**config.mk**
```make
export PLATFORM = sky130hd
export DESIGN_NAME = pkt_rd_engine_flat
export DESIGN_NICKNAME = d
export VERILOG_FILES = /design/src/rtl/pkt_rd_engine_if.sv /design/src/rtl/pkt_rd_engine.sv /design/src/flat_wrapper.sv
export SDC_FILE = /design/constraint.sdc
export NUM_CORES = 1
export LEC_CHECK = 0
export ABC_AREA = 0
export BUFFER_PORTS_ARGS = -buffer_cell sky130_fd_sc_hd__buf_4
export CORE_UTILIZATION = 51
export CTS_BUF_LIST = sky130_fd_sc_hd__clkbuf_4
export DETAILED_ROUTE_END_ITERATION = 10
export PLACE_DENSITY = 0.9
export SYNTH_ARGS = -nofsm -noshare
export SYNTH_HDL_FRONTEND = slang
export SYNTH_SLANG_ARGS = --single-unit
```
**constraint.sdc**
```tcl
create_clock -name clk -period 2.4 [get_ports clk]
set_clock_uncertainty 0.05 [all_clocks]
set_input_delay 0.48 -clock clk [delete_from_list [all_inputs] [get_ports clk]]
set_output_delay 0.48 -clock clk [all_outputs]
set_load 0.02 [all_outputs]
```
**src/rtl/pkt_rd_engine_if.sv**
```systemverilog
// rtl/pkt_rd_engine_if.sv - Avalon-MM read port and framed output stream of pkt_rd_engine
interface pkt_rd_engine_if #(
  parameter int ADDR_W = 16,
  parameter int DATA_W = 32
);
  logic              mem_read;
  logic [ADDR_W-1:0] mem_address;
  logic              mem_waitrequest;
  logic [DATA_W-1:0] mem_readdata;
  logic              mem_readdatavalid;

  logic              out_valid;
  logic [DATA_W-1:0] out_data;
  logic              out_sop;
  logic              out_eop;
  logic              out_ready;

  modport master (
    output mem_read, mem_address,
    input  mem_waitrequest, mem_readdata, mem_readdatavalid,
    output out_valid, out_data, out_sop, out_eop,
    input  out_ready
  );

  modport slave (
    input  mem_read, mem_address,
    output mem_waitrequest, mem_readdata, mem_readdatavalid,
    input  out_valid, out_data, out_sop, out_eop,
    output out_ready
  );
endinterface

```
**src/rtl/pkt_rd_engine.sv**
```systemverilog
// rtl/pkt_rd_engine.sv - packet read responder: one-at-a-time memory reads forwarded as an SOP/EOP stream
module pkt_rd_engine #(
  parameter int ADDR_W = 16,
  parameter int DATA_W = 32,
  parameter int LEN_W  = 11
) (
  input  logic              clk,
  input  logic              reset,
  input  logic              i_start,
  input  logic [ADDR_W-1:0] i_base_addr,
  input  logic [LEN_W-1:0]  i_len_words,
  pkt_rd_engine_if.master   bus,
  output logic              o_rdy,
  output logic              o_busy
);

  localparam logic [2:0] S_IDLE = 3'd0;
  localparam logic [2:0] S_REQ  = 3'd1;
  localparam logic [2:0] S_WAIT = 3'd2;
  localparam logic [2:0] S_OUT  = 3'd3;
  localparam logic [2:0] S_DONE = 3'd4;

  logic [2:0]        r_state;
  logic [ADDR_W-1:0] r_addr;
  logic [LEN_W-1:0]  r_remaining;
  logic              r_first;
  logic [DATA_W-1:0] r_out_data;
  logic              r_out_sop;
  logic              r_out_eop;

  always_ff @(posedge clk) begin
    if (!reset) begin
      r_state     <= S_IDLE;
      r_addr      <= '0;
      r_remaining <= '0;
      r_first     <= 1'b0;
      r_out_data  <= '0;
      r_out_sop   <= 1'b0;
      r_out_eop   <= 1'b0;
    end else begin
      case (r_state)
        S_IDLE: begin
          if (i_start) begin
            r_addr      <= i_base_addr;
            r_remaining <= i_len_words;
            r_first     <= 1'b1;
            r_state     <= (i_len_words == '0) ? S_DONE : S_REQ;
          end
        end
        S_REQ: begin
          if (!bus.mem_waitrequest) r_state <= S_WAIT;
        end
        S_WAIT: begin
          // Frame flags are fixed at capture so they stay stable under backpressure.
          if (bus.mem_readdatavalid) begin
            r_out_data <= bus.mem_readdata;
            r_out_sop  <= r_first;
            r_out_eop  <= (r_remaining == LEN_W'(1));
            r_state    <= S_OUT;
          end
        end
        S_OUT: begin
          if (bus.out_ready) begin
            r_addr      <= r_addr + ADDR_W'(1);
            r_remaining <= r_remaining - LEN_W'(1);
            r_first     <= 1'b0;
            r_state     <= r_out_eop ? S_DONE : S_REQ;
          end
        end
        S_DONE:  r_state <= S_IDLE;
        default: r_state <= S_IDLE;
      endcase
    end
  end

  assign bus.mem_read    = (r_state == S_REQ);
  assign bus.mem_address = r_addr;
  assign bus.out_valid   = (r_state == S_OUT);
  assign bus.out_data    = r_out_data;
  assign bus.out_sop     = r_out_sop;
  assign bus.out_eop     = r_out_eop;
  assign o_rdy           = (r_state == S_DONE);
  assign o_busy          = (r_state != S_IDLE);

endmodule

```
**src/flat_wrapper.sv**
```systemverilog
// flat-port wrapper written by rule: the top's interface ports become plain ports
module pkt_rd_engine_flat 
#(
  parameter int ADDR_W = 16,
  parameter int DATA_W = 32,
  parameter int LEN_W  = 11
)
  (clk, reset, i_start, i_base_addr, i_len_words, o_rdy, o_busy, bus_mem_read, bus_mem_address, bus_mem_waitrequest, bus_mem_readdata, bus_mem_readdatavalid, bus_out_valid, bus_out_data, bus_out_sop, bus_out_eop, bus_out_ready);
  pkt_rd_engine_if #(.ADDR_W(ADDR_W), .DATA_W(DATA_W)) bus_i ();
  input  logic clk;
  input  logic reset;
  input  logic i_start;
  input  logic [ADDR_W-1:0] i_base_addr;
  input  logic [LEN_W-1:0] i_len_words;
  output logic o_rdy;
  output logic o_busy;
  output wire logic [$bits(bus_i.mem_read)-1:0] bus_mem_read;
  output wire logic [$bits(bus_i.mem_address)-1:0] bus_mem_address;
  input wire logic [$bits(bus_i.mem_waitrequest)-1:0] bus_mem_waitrequest;
  input wire logic [$bits(bus_i.mem_readdata)-1:0] bus_mem_readdata;
  input wire logic [$bits(bus_i.mem_readdatavalid)-1:0] bus_mem_readdatavalid;
  output wire logic [$bits(bus_i.out_valid)-1:0] bus_out_valid;
  output wire logic [$bits(bus_i.out_data)-1:0] bus_out_data;
  output wire logic [$bits(bus_i.out_sop)-1:0] bus_out_sop;
  output wire logic [$bits(bus_i.out_eop)-1:0] bus_out_eop;
  input wire logic [$bits(bus_i.out_ready)-1:0] bus_out_ready;
  assign bus_mem_read = bus_i.mem_read;
  assign bus_mem_address = bus_i.mem_address;
  assign bus_i.mem_waitrequest = bus_mem_waitrequest;
  assign bus_i.mem_readdata = bus_mem_readdata;
  assign bus_i.mem_readdatavalid = bus_mem_readdatavalid;
  assign bus_out_valid = bus_i.out_valid;
  assign bus_out_data = bus_i.out_data;
  assign bus_out_sop = bus_i.out_sop;
  assign bus_out_eop = bus_i.out_eop;
  assign bus_i.out_ready = bus_out_ready;
  pkt_rd_engine #(.ADDR_W(ADDR_W), .DATA_W(DATA_W), .LEN_W(LEN_W)) u_core (.clk(clk), .reset(reset), .i_start(i_start), .i_base_addr(i_base_addr), .i_len_words(i_len_words), .bus(bus_i), .o_rdy(o_rdy), .o_busy(o_busy));
endmodule
```
# --- Yosys cells after proc, flatten, opt, wreduce, memory -nomap -nowiden ---
# Index checks and enable logic that the tools add are counted.
# W data, S select, Z words.
classes:
  addsub: 2
  eq_ne: 9
  muxes: 16
  n_reduce_logical: 7
ops:
  columns: ["op", "n"]
  rows:
  - ["$mux W16", 2]
  - ["$pmux W16 S2", 1]
  - ["$mux W11", 2]
  - ["$pmux W11 S2", 1]
  - ["$mux W3", 6]
  - ["$add A16 B1 Y16 const B", 1]
  - ["$pmux W3 S4", 1]
  - ["$eq A11 B1 Y1 const B", 1]
  - ["$logic_not A11 Y1", 1]
  - ["$sub A11 B1 Y11 const B", 1]
  - ["$eq A3 B2 Y1 const B", 2]
  - ["$ne A2 B2 Y1 const B", 3]
  - ["$reduce_and A4 Y1", 1]
  - ["$eq A3 B1 Y1 const B", 1]
  - ["$eq A3 B3 Y1 const B", 1]
  - ["$logic_not A3 Y1", 1]
  - ["$reduce_and A3 Y1", 1]
  - ["$reduce_bool A3 Y1", 1]
  - ["$mux W1", 2]
  - ["$ne A2 B1 Y1 const B", 1]
  - ["$pmux W1 S2", 1]
  - ["$reduce_and A2 Y1", 1]
  - ["$reduce_bool A2 Y1", 1]
totals:
  reg_bits: 65
  input_bits: 65
  out_inout_bits: 54
  wordCells: 41

# --- Longest topological paths before layout ---
depth:
  word_depth: 4
  depth_mapped: 7
  ltp_nobuf: 5

# --- Worst setup path after synthesis ---
# OpenSTA, ideal clock, no wires.
synth_timing:
  path_kind: "reg-to-reg"
  startpoint: "register u_core.r_addr[5] (netlist: u_core.bus.mem_address[5])"
  endpoint: "register u_core.r_addr[15] (netlist: u_core.bus.mem_address[15])"
  setup_ps: 74
  arrival_time_ps: 1845
  required_ps: 2276
  slack_ps: 430
  stages_incl_launch_ff: 5
  path_buffers: 0
  synth_period_minus_slack_ps: 1970
  path_cell_list: "dfxtp_1 nand4_2 or4_4 or4_1 a31oi_1"
synth_between:
  elab_chain_len: 3
synth_rtl:
  columns: ["element", "line", "text"]
  rows:
  - ["start, declared", "pkt_rd_engine.sv:24", "logic [ADDR_W-1:0] r_addr;"]
  - ["start signal, assigned", "pkt_rd_engine.sv:44", "r_addr <= i_base_addr;"]
  - ["start signal, assigned", "pkt_rd_engine.sv:64", "r_addr <= r_addr + ADDR_W'(1);"]
  - ["$add A16 B1 Y16", "pkt_rd_engine.sv:64", null]
  - ["$mux W16", "pkt_rd_engine.sv:63", "if (bus.out_ready) begin"]
  - ["$pmux W16 S2", "pkt_rd_engine.sv:41", "case (r_state)"]
# Every way passes these cells. The select of a mux whose other input is x is not followed.
# A chain may end at the register's enable or synchronous reset.

# --- Final worst setup path ---
layout_timing:
  startpoint: "register u_core.r_state[0]"
  endpoint: "output bus_out_valid"
layout_between:
  elab_chain_len: 1
layout_rtl:
  columns: ["element", "line", "text"]
  rows:
  - ["start, declared", "pkt_rd_engine.sv:23", "logic [2:0] r_state;"]
  - ["start signal, assigned", "pkt_rd_engine.sv:47", "r_state <= (i_len_words == '0) ? S_DONE : S_REQ;"]
  - ["start signal, assigned", "pkt_rd_engine.sv:67", "r_state <= r_out_eop ? S_DONE : S_REQ;"]
  - ["$eq A3 B2 Y1", "pkt_rd_engine.sv:78", "assign bus.out_valid = (r_state == S_OUT);"]
  - ["end, declared", "flat_wrapper.sv:22", "output wire logic [$bits(bus_i.out_valid)-1:0] bus_out_valid;"]
# Every way passes these cells.

==> metrics.md <==
| Metric | Value |
|---|---|
| Status | `completed` |
| Leak pwr | `1.72 nW` |
| Total Routing Usage GR | `between 20% and 30%` |
| Global-route wire length before repair | `14.2 mm` |
| Core area | `just under 6000 um2` |
| WHS | `around 0.23 ns` |
| Gr ovfl total | `0` |
| Critical path's largest stage delay | `roughly 0.57 ns` |
| Netlist cell types | `a little under 50` |
| Pin slew with the least headroom to its limit | `0.662 ns` |
| Slowest-stage cell, CP | `dfxtp_1` |
| Routed len/inst | `15.3 um` |
| Initial Util | `between 50% and 60%` |
| Slew HR | `55.8%` |
| WP data arrival | `around 1.7 ns` |
| I/O Buffers | `118` |
| Crit-path cells | `nand3b_1 -> buf_4 -> inv_4 -> buf_4` |
| DRT iter0 DRCs | `around 350` |
| HP Start | `bus_mem_readdata[0]` |
| Vias per inst | `5.95` |
| Number of routed nets with antenna violations | `0` |
| # setup viols final | `0` |
| GPL Wtd Cong | `0.877` |
| Min Tclk post-route | `approximately 2.2 ns` |
| # placed instances | `584` |
| RSZ-0062 raised after global routing | `false` |
| Clock Path Buffers | `2` |
| EDFF count, synth | `0` |
| Maximum VDD drop | `around 0.47 mV` |
| Synthesized area | `~3100 um2` |
| Root buf cell | `clkbuf_4` |
| Non-Filler Instances | `roughly 600` |
| Vias in the first global route | `about 3000` |
| Post-CTS Hold Fix Bufs | `0` |
| I/O pin cnt | `between 100 and 150` |
| Max Fclk | `approximately 0.46 GHz` |
| Routed WL | `between 9 and 10 mm` |
| DP Wirelength | `6.38 mm` |
| Post-Synthesis Cells | `413` |
| Die Span Y | `80.4 um` |
| Sequential share of the synthesized area | `roughly 42%` |
| Drt pass-1 iters | `5` |
| Synth Area per Inst | `~7.6 um2` |
| Post-route DRC | `0` |
| # H-tree levels | `3` |
| Final period util | `slightly above 90%` |
| Largest net degree at the start of global routing | `35` |
| Most Frequent Cell on Critical Path | `buf_4` |
| Vias | `approximately 3600` |
| Number of fillers in the final layout | `between 400 and 500` |
| Share of cells above drive strength 1 | `28.8%` |
| Multi-input logic area | `1680 um2` |
| Reg area | `between 1000 and 1500 um2` |
| Initial antenna violation count | `0` |
| CP Launch Type | `flop` |
| CTS clk-pin slew, worst paths | `about 0.13 ns` |
| Crit path max fanout | `21` |
| TritonCTS Buffers | `9` |
| Worst Setup SP | `u_core.r_state[0]` |
| DIE AREA | `6460 um2` |
| CTS tree | `done` |
| Critical Path End Type | `output pin` |
| Power Dens Cells | `roughly 820 nW/um2` |
| Worst Hold Class | `primary input to flop` |
| Syn_nets | `slightly below 500` |
| Async SR Flop Fraction | `0%` |
| Area Growth Syn to Fin | `35.5%` |
| Antenna cells | `0` |
| Critical path class | `flop to output pin` |
| TNS Setup | `0 ns` |
| Total power draw | `roughly 3.5 mW` |
| Reg-to-Reg Start | `u_core.bus.mem_address[5]` |
| Final hold viol count | `0` |
| Req. time, crit path | `approximately 1.9 ns` |
| Max-cap violations | `0` |
| CTS Sinks | `65` |
| Core Rows | `28` |
| Die width | `about 80 um` |
| Fin. max-slew vios | `0` |
| Clk Latency, worst-skew pair | `between 0.4 and 0.5 ns` |
| Yosys warns | `0` |
| Top_reg_cell synth | `dfxtp_1` |
| Synthesized flop and latch total | `65` |
| Final Net Count | `590` |
-- metrics by stage --
step | util, % | setup slack (ns) | instance area, um2
finish | 71.7 | 0.217 | 4240
global route | 71.7 | 0.167 | 4240
CTS | 71.4 | 0.0400 | 4230
detailed placement | 68.6 | 0.283 | 4060
global placement | 68.6 | 0.354 | 4060
floorplan | - | 0.430 | 3130
-- critical path: cells and delay by family (launching register included) --
family,cells,cell delay [ns]
and+or+nand+nor,1,0.12
DFF,1,0.57
buffers and inverters,3,0.54
-- power by group --
group	total [mW]	switching (mW)	internal, mW
sequential	1.43	0.201	1.23
clock	0.878	0.438	0.440
combinational	1.15	0.671	0.483
total	3.46	1.31	2.15
-- registers in the layout, indices dropped and copies added, names as in the netlist --
name                    flops
u_core.bus.out_data        32
u_core.bus.mem_address     16
u_core.r_remaining         11
u_core.r_state              3
u_core.bus.out_eop          1
u_core.bus.out_sop          1
u_core.r_first              1
-- area by class of cell --
type,count,share of cell area (%)
Clock buffer,10,1.77
Clock inverter,6,2.12
Inverter,9,0.855
Multi-Input combinational cell,308,39.5
Sequential cell,65,30.7
Tap cell,75,2.21
Timing Repair Buffer,129,22.8
-- per-layer routing --
layer / routed length [um] / part of all wire (%) / global-route usage [%]
met1: 3650 / 40 / 35.9
met5: 0 / 0 / 0
met4: 258 / 2.8 / 14.1
met2: 4570 / 50 / 44.6
met3: 707 / 7.7 / 6.70
-- worst paths after layout --
path	to	slack, ns	depth (start not counted)
max reg2reg	u_core.bus.mem_address[15]	0.37	4
max	bus_out_valid	0.22	4
min reg2reg	u_core.bus.out_data[7]	0.41	2
min	u_core.bus.out_data[0]	0.23	3
-- cell usage after synthesis, drive strengths merged (2+ instances only) --
cell	number	area share, %
o22ai	5	1.0
mux2i	2	0.64
nand2b	4	0.80
o221ai	2	0.56
or4	4	1.1
and2	5	1.0
dfxtp	65	42
nor4	10	2.0
o211ai	9	2.2
a211oi	4	0.96
nand4b	2	0.76
buf	5	0.80
a22oi	4	0.96
ha	3	1.2
a31oi	9	1.8
o31ai	2	0.48
nor2	15	1.8
o21a	2	0.48
and4	3	0.88
nand3	16	2.6
o31a	2	0.56
nand2	91	11
a21oi	54	8.6
a311oi	3	0.84
o21ai	17	2.7
inv	9	1.1
nor3	14	2.2
a32oi	2	0.56
nand4	10	2.2
nor3b	2	0.48
clkbuf	26	3.1
-- cell usage in the layout (no fill, tap or decap), types with 5 or more instances in the layout --
master	netlist	routed
a31oi_1	9	9
nand3_1	16	16
and2_1	5	5
nor3_1	14	14
nand2_1	91	91
o22ai_1	5	5
a21oi_1	54	54
nor2_1	15	14
o21ai_1	14	14
nand4_1	9	9
buf_4	0	129
dfxtp_1	65	64
o211ai_1	9	9
clkbuf_4	0	10
nor4_1	10	10
inv_1	8	8
-- repair_timing --
action                                 4_1_cts  5_1_grt
setup endpoints to repair                    1        2
setup buffers                                0        2
pin swaps                                    1        1
endpoints found under the hold margin        0        0
gates resized for setup                      2        1
-- kinds of logic after synthesis --
group | synth area share [%]
buffers and inverters | 4.99
multiplexers | 0.998
flip-flops | 41.5
AO/OA/AOI/OAI | 23.2
AND/OR/NAND/NOR | 28.1
adder cells (fa/ha/maj) | 1.20
(Power assumes the default switching activity.)
